`config.mk`:
```
export PLATFORM = sky130hd
export DESIGN_NAME = prog_mem_flat
export DESIGN_NICKNAME = d
export VERILOG_FILES = /design/src/rtl/prog_mem_pkg.sv /design/src/rtl/prog_mem_if.sv /design/src/rtl/prog_mem_ser_deser.sv /design/src/rtl/prog_mem.sv /design/src/flat_wrapper.sv
export SDC_FILE = /design/constraint.sdc
export NUM_CORES = 1
export LEC_CHECK = 0
export CORE_AREA = 2 2 39 41
export DETAILED_ROUTE_END_ITERATION = 6
export DIE_AREA = 0 0 41 43
export GPL_TIMING_DRIVEN = 0
export SETUP_SLACK_MARGIN = 0.15
export SLEW_MARGIN = 10
export SYNTH_ARGS = -nofsm -noshare
export SYNTH_HDL_FRONTEND = slang
export SYNTH_SLANG_ARGS = --single-unit
export TNS_END_PERCENT = 50
```
`constraint.sdc`:
```
create_clock -name clk -period 1.35 [get_ports clk]
set_input_delay 0.27 -clock clk [delete_from_list [all_inputs] [get_ports clk]]
set_output_delay 0.27 -clock clk [all_outputs]
set_load 0.02 [all_outputs]
```
`src/rtl/prog_mem_pkg.sv`:
```
// Shared types and default geometry for the program memory and the CPU core.
package prog_mem_pkg;

    // Programming controller states.
    typedef enum logic [1:0] {
        RUN     = 2'd0,
        LOAD    = 2'd1,
        RELEASE = 2'd2
    } prog_state_t;

    // Default address / instruction widths, shared with the CPU.
    localparam int PM_AW = 1;
    localparam int PM_DW = 1;

    // Counter width able to index n positions (at least one bit).
    function automatic int cnt_width(input int n);
        return (n > 1) ? $clog2(n) : 1;
    endfunction

endpackage

```
`src/rtl/prog_mem_if.sv`:
```
// CPU fetch port plus serial programming port of the program memory.
interface prog_mem_if
    import prog_mem_pkg::*;
#(
    parameter int AW = PM_AW,
    parameter int DW = PM_DW
) ();

    logic [AW-1:0] addr;
    logic [DW-1:0] data;
    logic          prog_en;
    logic          ser_valid;
    logic          ser_bit;
    logic          cpu_n_reset;
    logic          prog_busy;
    logic [AW:0]   word_count;
    logic          overflow;

    // Host / CPU side: drives address and programming stream.
    modport master (
        output addr, prog_en, ser_valid, ser_bit,
        input  data, cpu_n_reset, prog_busy, word_count, overflow
    );

    // Memory side.
    modport slave (
        input  addr, prog_en, ser_valid, ser_bit,
        output data, cpu_n_reset, prog_busy, word_count, overflow
    );

endinterface

```
`src/rtl/prog_mem_ser_deser.sv`:
```
// Serial-to-parallel converter: collects DW bits MSB first and flags the
// completed word combinationally on the strobe that delivers its last bit,
// so the caller can write it on that same clock edge.
module ser_deser
    import prog_mem_pkg::*;
#(
    parameter int DW = PM_DW
) (
    input  logic          clk,
    input  logic          n_reset,
    input  logic          clear,
    input  logic          ser_valid,
    input  logic          ser_bit,
    output logic [DW-1:0] word,
    output logic          word_valid
);

    localparam int            CW   = cnt_width(DW);
    localparam logic [CW-1:0] LAST = CW'(DW - 1);

    logic [CW-1:0] bitcnt_reg;

    // The final bit of a word completes it; the pulse lasts one cycle.
    assign word_valid = ser_valid && (bitcnt_reg == LAST);

    // Bit counter; clear wins over the increment so a partial word is dropped.
    always_ff @(posedge clk) begin
        if (!n_reset || clear) begin
            bitcnt_reg <= '0;
        end else if (ser_valid) begin
            bitcnt_reg <= (bitcnt_reg == LAST) ? '0 : bitcnt_reg + 1'b1;
        end
    end

    // Only the first DW-1 bits need storage; the last one arrives with the strobe.
    generate
        if (DW == 1) begin : g_single
            assign word = ser_bit;
        end else begin : g_multi
            logic [DW-2:0] shift_reg;

            assign word = {shift_reg, ser_bit};

            // Shift in MSB first.
            always_ff @(posedge clk) begin
                if (!n_reset) begin
                    shift_reg <= '0;
                end else if (ser_valid) begin
                    shift_reg <= word[DW-2:0];
                end
            end
        end
    endgenerate

endmodule

```
`src/rtl/prog_mem.sv`:
```
// Program memory with combinational fetch port and a serial programming
// port. While a program is shifted in, the CPU is held in reset; one extra
// RELEASE cycle guarantees a reset edge after the last write.
module prog_mem
    import prog_mem_pkg::*;
#(
    parameter int AW = PM_AW,
    parameter int DW = PM_DW
) (
    input  logic    clk,
    input  logic    n_reset,
    prog_mem_if.slave bus
);

    localparam int          DEPTH     = 2 ** AW;
    localparam logic [AW:0] DEPTH_CNT = (AW + 1)'(DEPTH);
    localparam logic [AW:0] CNT_MAX   = '1;

    // Memory contents survive n_reset; they start out as all-zero (NOP).
    logic [DW-1:0] mem_reg [DEPTH] = '{default: '0};

    prog_state_t   state_reg, state_next;
    logic          start_load, end_load;
    logic          cpu_run, busy;
    logic [AW-1:0] waddr_reg;
    logic [AW:0]   word_count_reg;
    logic          overflow_reg;
    logic [DW-1:0] word;
    logic          word_valid;
    logic          sd_valid;

    // Serial strobes only count while loading.
    assign sd_valid = bus.ser_valid && (state_reg == LOAD);

    ser_deser #(.DW(DW)) u_ser_deser (
        .clk        (clk),
        .n_reset    (n_reset),
        .clear      (start_load || end_load),
        .ser_valid  (sd_valid),
        .ser_bit    (bus.ser_bit),
        .word       (word),
        .word_valid (word_valid)
    );

    // State register.
    always_ff @(posedge clk) begin
        if (!n_reset) begin
            state_reg <= RUN;
        end else begin
            state_reg <= state_next;
        end
    end

    // Next state; CPU reset and busy depend on the registered state only.
    always_comb begin
        state_next = state_reg;
        start_load = 1'b0;
        end_load   = 1'b0;
        cpu_run    = 1'b1;
        busy       = 1'b0;
        case (state_reg)
            RUN: begin
                if (bus.prog_en) begin
                    state_next = LOAD;
                    start_load = 1'b1;
                end
            end
            LOAD: begin
                cpu_run = 1'b0;
                busy    = 1'b1;
                if (!bus.prog_en) begin
                    state_next = RELEASE;
                    end_load   = 1'b1;
                end
            end
            RELEASE: begin
                cpu_run    = 1'b0;
                busy       = 1'b1;
                state_next = RUN;
            end
            default: begin
                state_next = RUN;
            end
        endcase
    end

    // Session bookkeeping: write address, saturating word count, sticky overflow.
    always_ff @(posedge clk) begin
        if (!n_reset || start_load) begin
            waddr_reg      <= '0;
            word_count_reg <= '0;
            overflow_reg   <= 1'b0;
        end else if (word_valid) begin
            waddr_reg <= waddr_reg + 1'b1;
            if (word_count_reg != CNT_MAX) begin
                word_count_reg <= word_count_reg + 1'b1;
            end
            if (word_count_reg >= DEPTH_CNT) begin
                overflow_reg <= 1'b1;
            end
        end
    end

    // Memory write of each completed word; a reset edge aborts the write.
    always_ff @(posedge clk) begin
        if (n_reset && word_valid) begin
            mem_reg[waddr_reg] <= word;
        end
    end

    assign bus.data        = mem_reg[bus.addr];
    assign bus.cpu_n_reset = cpu_run;
    assign bus.prog_busy   = busy;
    assign bus.word_count  = word_count_reg;
    assign bus.overflow    = overflow_reg;

endmodule

```
`src/flat_wrapper.sv`:
```
// flat-port wrapper written by rule: the top's interface ports become plain ports
module prog_mem_flat import prog_mem_pkg::*;
#(
    parameter int AW = PM_AW,
    parameter int DW = PM_DW
)
  (clk, n_reset, bus_addr, bus_prog_en, bus_ser_valid, bus_ser_bit, bus_data, bus_cpu_n_reset, bus_prog_busy, bus_word_count, bus_overflow);
  prog_mem_if #(.AW(AW), .DW(DW)) bus_i ();
  input  logic clk;
  input  logic n_reset;
  input wire logic [$bits(bus_i.addr)-1:0] bus_addr;
  input wire logic [$bits(bus_i.prog_en)-1:0] bus_prog_en;
  input wire logic [$bits(bus_i.ser_valid)-1:0] bus_ser_valid;
  input wire logic [$bits(bus_i.ser_bit)-1:0] bus_ser_bit;
  output wire logic [$bits(bus_i.data)-1:0] bus_data;
  output wire logic [$bits(bus_i.cpu_n_reset)-1:0] bus_cpu_n_reset;
  output wire logic [$bits(bus_i.prog_busy)-1:0] bus_prog_busy;
  output wire logic [$bits(bus_i.word_count)-1:0] bus_word_count;
  output wire logic [$bits(bus_i.overflow)-1:0] bus_overflow;
  assign bus_i.addr = bus_addr;
  assign bus_i.prog_en = bus_prog_en;
  assign bus_i.ser_valid = bus_ser_valid;
  assign bus_i.ser_bit = bus_ser_bit;
  assign bus_data = bus_i.data;
  assign bus_cpu_n_reset = bus_i.cpu_n_reset;
  assign bus_prog_busy = bus_i.prog_busy;
  assign bus_word_count = bus_i.word_count;
  assign bus_overflow = bus_i.overflow;
  prog_mem #(.AW(AW), .DW(DW)) u_core (.clk(clk), .n_reset(n_reset), .bus(bus_i));
endmodule
```
==> impl_metrics.json <==
{
  "p_leak_nw": 0.257,
  "ir_drop_v": 0.00103,
  "antenna_found_initial": 0,
  "hold_buffers": 0,
  "powerDensity_mw_per_mm2": 1870,
  "drt_iter0_markers": 6,
  "swShare_pct": 37.8,
  "start_util_pct": 30.3,
  "wirelength_um": 851,
  "dp_cells": 70,
  "stdcell_count": 78,
  "worst_ep_required_time_ps": 1080,
  "seq_area_frac_synth_pct": 43.0,
  "crit_path_end_kind": "output port",
  "layout_min_cycle_time_ps": 1320,
  "drt_pass1_iterations": 4,
  "first_global_vias": 331,
  "synth-async-reset-ratio_pct": 0,
  "fin_nets": 75,
  "synth-edff-count": 2,
  "drc_errors": 0,
  "detail-route-antenna-nets": 0,
  "drive_gt1_share_pct": 45.2,
  "power_mw": 1.25,
  "path_cells": "inv_2, ha_4, inv_2, buf_6",
  "r2r-end": "u_core.bus.word_count[1]$_SDFFE_PP0P_",
  "post-dp-hpwl_um": 540,
  "p_comb_share_pct": 57.6,
  "vias_per_cell": 4.53,
  "num_antenna_cells": 0,
  "nFillCells": 145,
  "num_rows": 14,
  "arrival_ps": 1050,
  "fin_crit_sh_pct": 97.5,
  "status": "finished, final reports clean",
  "grt_start_max_net_pins": 7,
  "mostFrequentLayoutCells": "nand2_1 (5), buf_4 (5), ha_1 (4), clkdlybuf4s50_1 (4)",
  "core_sq_mm": 0.00138,
  "syn_inst": 43,
  "maxSlewHeadroom_pct": 84.5,
  "clock_power_share_pct": 15.8,
  "ys.flop_type": "dfxtp_1",
  "cts_tree": "yes",
  "place_ws_ps": -511,
  "vias": 353,
  "hp-class": "register to register",
  "clk_path_buf_depth": 2,
  "rsz0062_at_grt": "true",
  "die_w_um": 41,
  "track_usage_pct": 11.6,
  "synth_area_per_cell_sq_um": 9.75,
  "clk_pin_slew_worst_paths_ps": 60,
  "syn-cell-area_sq_um": 419,
  "cp-start-kind": "register",
  "cts_num_sinks": 8,
  "cts_max_level": 1,
  "seqPwrFrac_pct": 26.6,
  "hold_viol_final": 0,
  "synth_warnings": 0,
  "max_stage_delay_ps": 340,
  "setup_slack_ps": 34.2,
  "syn_nets": 55,
  "path_common_cell": "inv_2",
  "clock_latency_ps": 250,
  "worstHoldStart": "u_core.bus.overflow$_SDFFE_PP0P_",
  "dieArea_sq_mm": 0.00176,
  "tightest_slew_ps": 232,
  "tns_ps": 0,
  "p_switching_mw": 0.472,
  "cts-buffers-inserted": 3,
  "crit_path_start": "u_core.state_reg[0]$_SDFFE_PN0P_",
  "reg2reg_from": "u_core.state_reg[1]$_SDFFE_PN0P_",
  "internal_power_mw": 0.776,
  "fmax_ghz": 0.760,
  "drv_slew": 0,
  "ios": 12,
  "synth-seq-cells": 8,
  "reg2regPathDepth": 6,
  "port-buffer-count": 11,
  "r2r_slack_ps": 130,
  "wire_per_inst_um": 10.9,
  "globalplace.congestion": 0.670,
  "die_h_um": 43,
  "grt_overflow": 0,
  "fin_skew_ps": 0.494,
  "grt_pass1_wl_um": 1320,
  "worstPathMaxFanout": 2,
  "maxCapViolations": 0,
  "crit_slowest_cell": "dfxtp_2",
  "hold-path-endpoint": "u_core.bus.overflow$_SDFFE_PP0P_",
  "yosys.cell_types.count": 16,
  "cts-root-buf": "clkbuf_4",
  "path_class": "register to output port",
  "areaGrowthSynthToFinish_pct": 58.8,
  "hold_depth": 2,
  "setup_viol": 0
}
cell families after synthesis:
kind of cell / Yosys count / synth area share (%)
buffers and inverters: 6 / 5.37
AND/OR/NAND/NOR: 14 / 16.1
multiplexers: 2 / 5.07
flip-flops: 8 / 43.0
XOR/XNOR: 2 / 4.18
AO/OA/AOI/OAI: 5 / 8.36
adder cells (fa/ha/maj): 6 / 17.9
cell usage after synthesis (2+ instances only):
cell type,instances,area [sq um]
inv_1,6,22.5
nand2_1,5,18.8
nor2_1,4,15.0
ha_1,6,75.1
xnor2_1,2,17.5
nand3_1,3,15.0
o21ai_0,2,10.0
dfxtp_1,6,120
edfxtp_1,2,60.1
worst max-delay path by stage:
stage                                                  endpoint  slack, ps  cells past startpoint
final                                           bus_cpu_n_reset         30                      4
after global routing                            bus_cpu_n_reset         -3                      4
after CTS                                         bus_prog_busy         30                      3
after detailed placement                               bus_data       -510                      3
after global placement                                 bus_data       -500                      3
after floorplan           u_core.bus.word_count[1]$_SDFFE_PP0P_        160                      4
power groups by stage:
stage               Sequential [mW]  Clock [mW]  Combinational [mW]
floorplan                     0.336           0               0.324
global placement              0.331           0               0.493
detailed placement            0.331           0               0.499
CTS                           0.329       0.204               0.588
global route                  0.339       0.219               0.776
finish                        0.332       0.198               0.718
routing by layer:
metal | wire length [um] | vias to the layer above | share of wire, % | GRT usage [%]
met3 | 59 | 2 | 6.9 | 5.24
met5 | 0 | - | 0 | 0
met1 | 358 | 156 | 42 | 12.4
li1 | - | 184 | - | -
met4 | 17 | 0 | 2.0 | 8.00
met2 | 416 | 11 | 49 | 17.2
worst max-delay path, delay by kind of cell (launching register included):
kind / cells / cell delay (ps)
adder cells (fa/ha/maj): 1 / 260
buffers and inverters: 3 / 200
flip-flops: 1 / 340
final cells by class:
cell class,count,area (sq um),share of cell area [%]
multi-input combinational,29,273,41.0
sequential,8,184,27.6
timing repair buffer,15,140,21.1
clock buffer,4,26.3,3.95
inverter,6,22.5,3.38
tap,16,20.0,3.01
timing repair:
action	in CTS	in global routing
resized for setup	31	8
endpoints found under the hold margin	0	0
buffers inserted	4	0
pin swaps	1	1
endpoints found under the setup margin	12	12
through the flow:
stage | hold WS, ps | util, % | instance area (sq um)
after global placement | 435 | 39.9 | 552
final | 440 | 48.1 | 666
after CTS | 443 | 45.0 | 623
after floorplan | 369 | - | 422
after global routing | 482 | 48.1 | 666
after detailed placement | 437 | 39.9 | 552
Note: power is estimated with default switching activity, not from simulation.
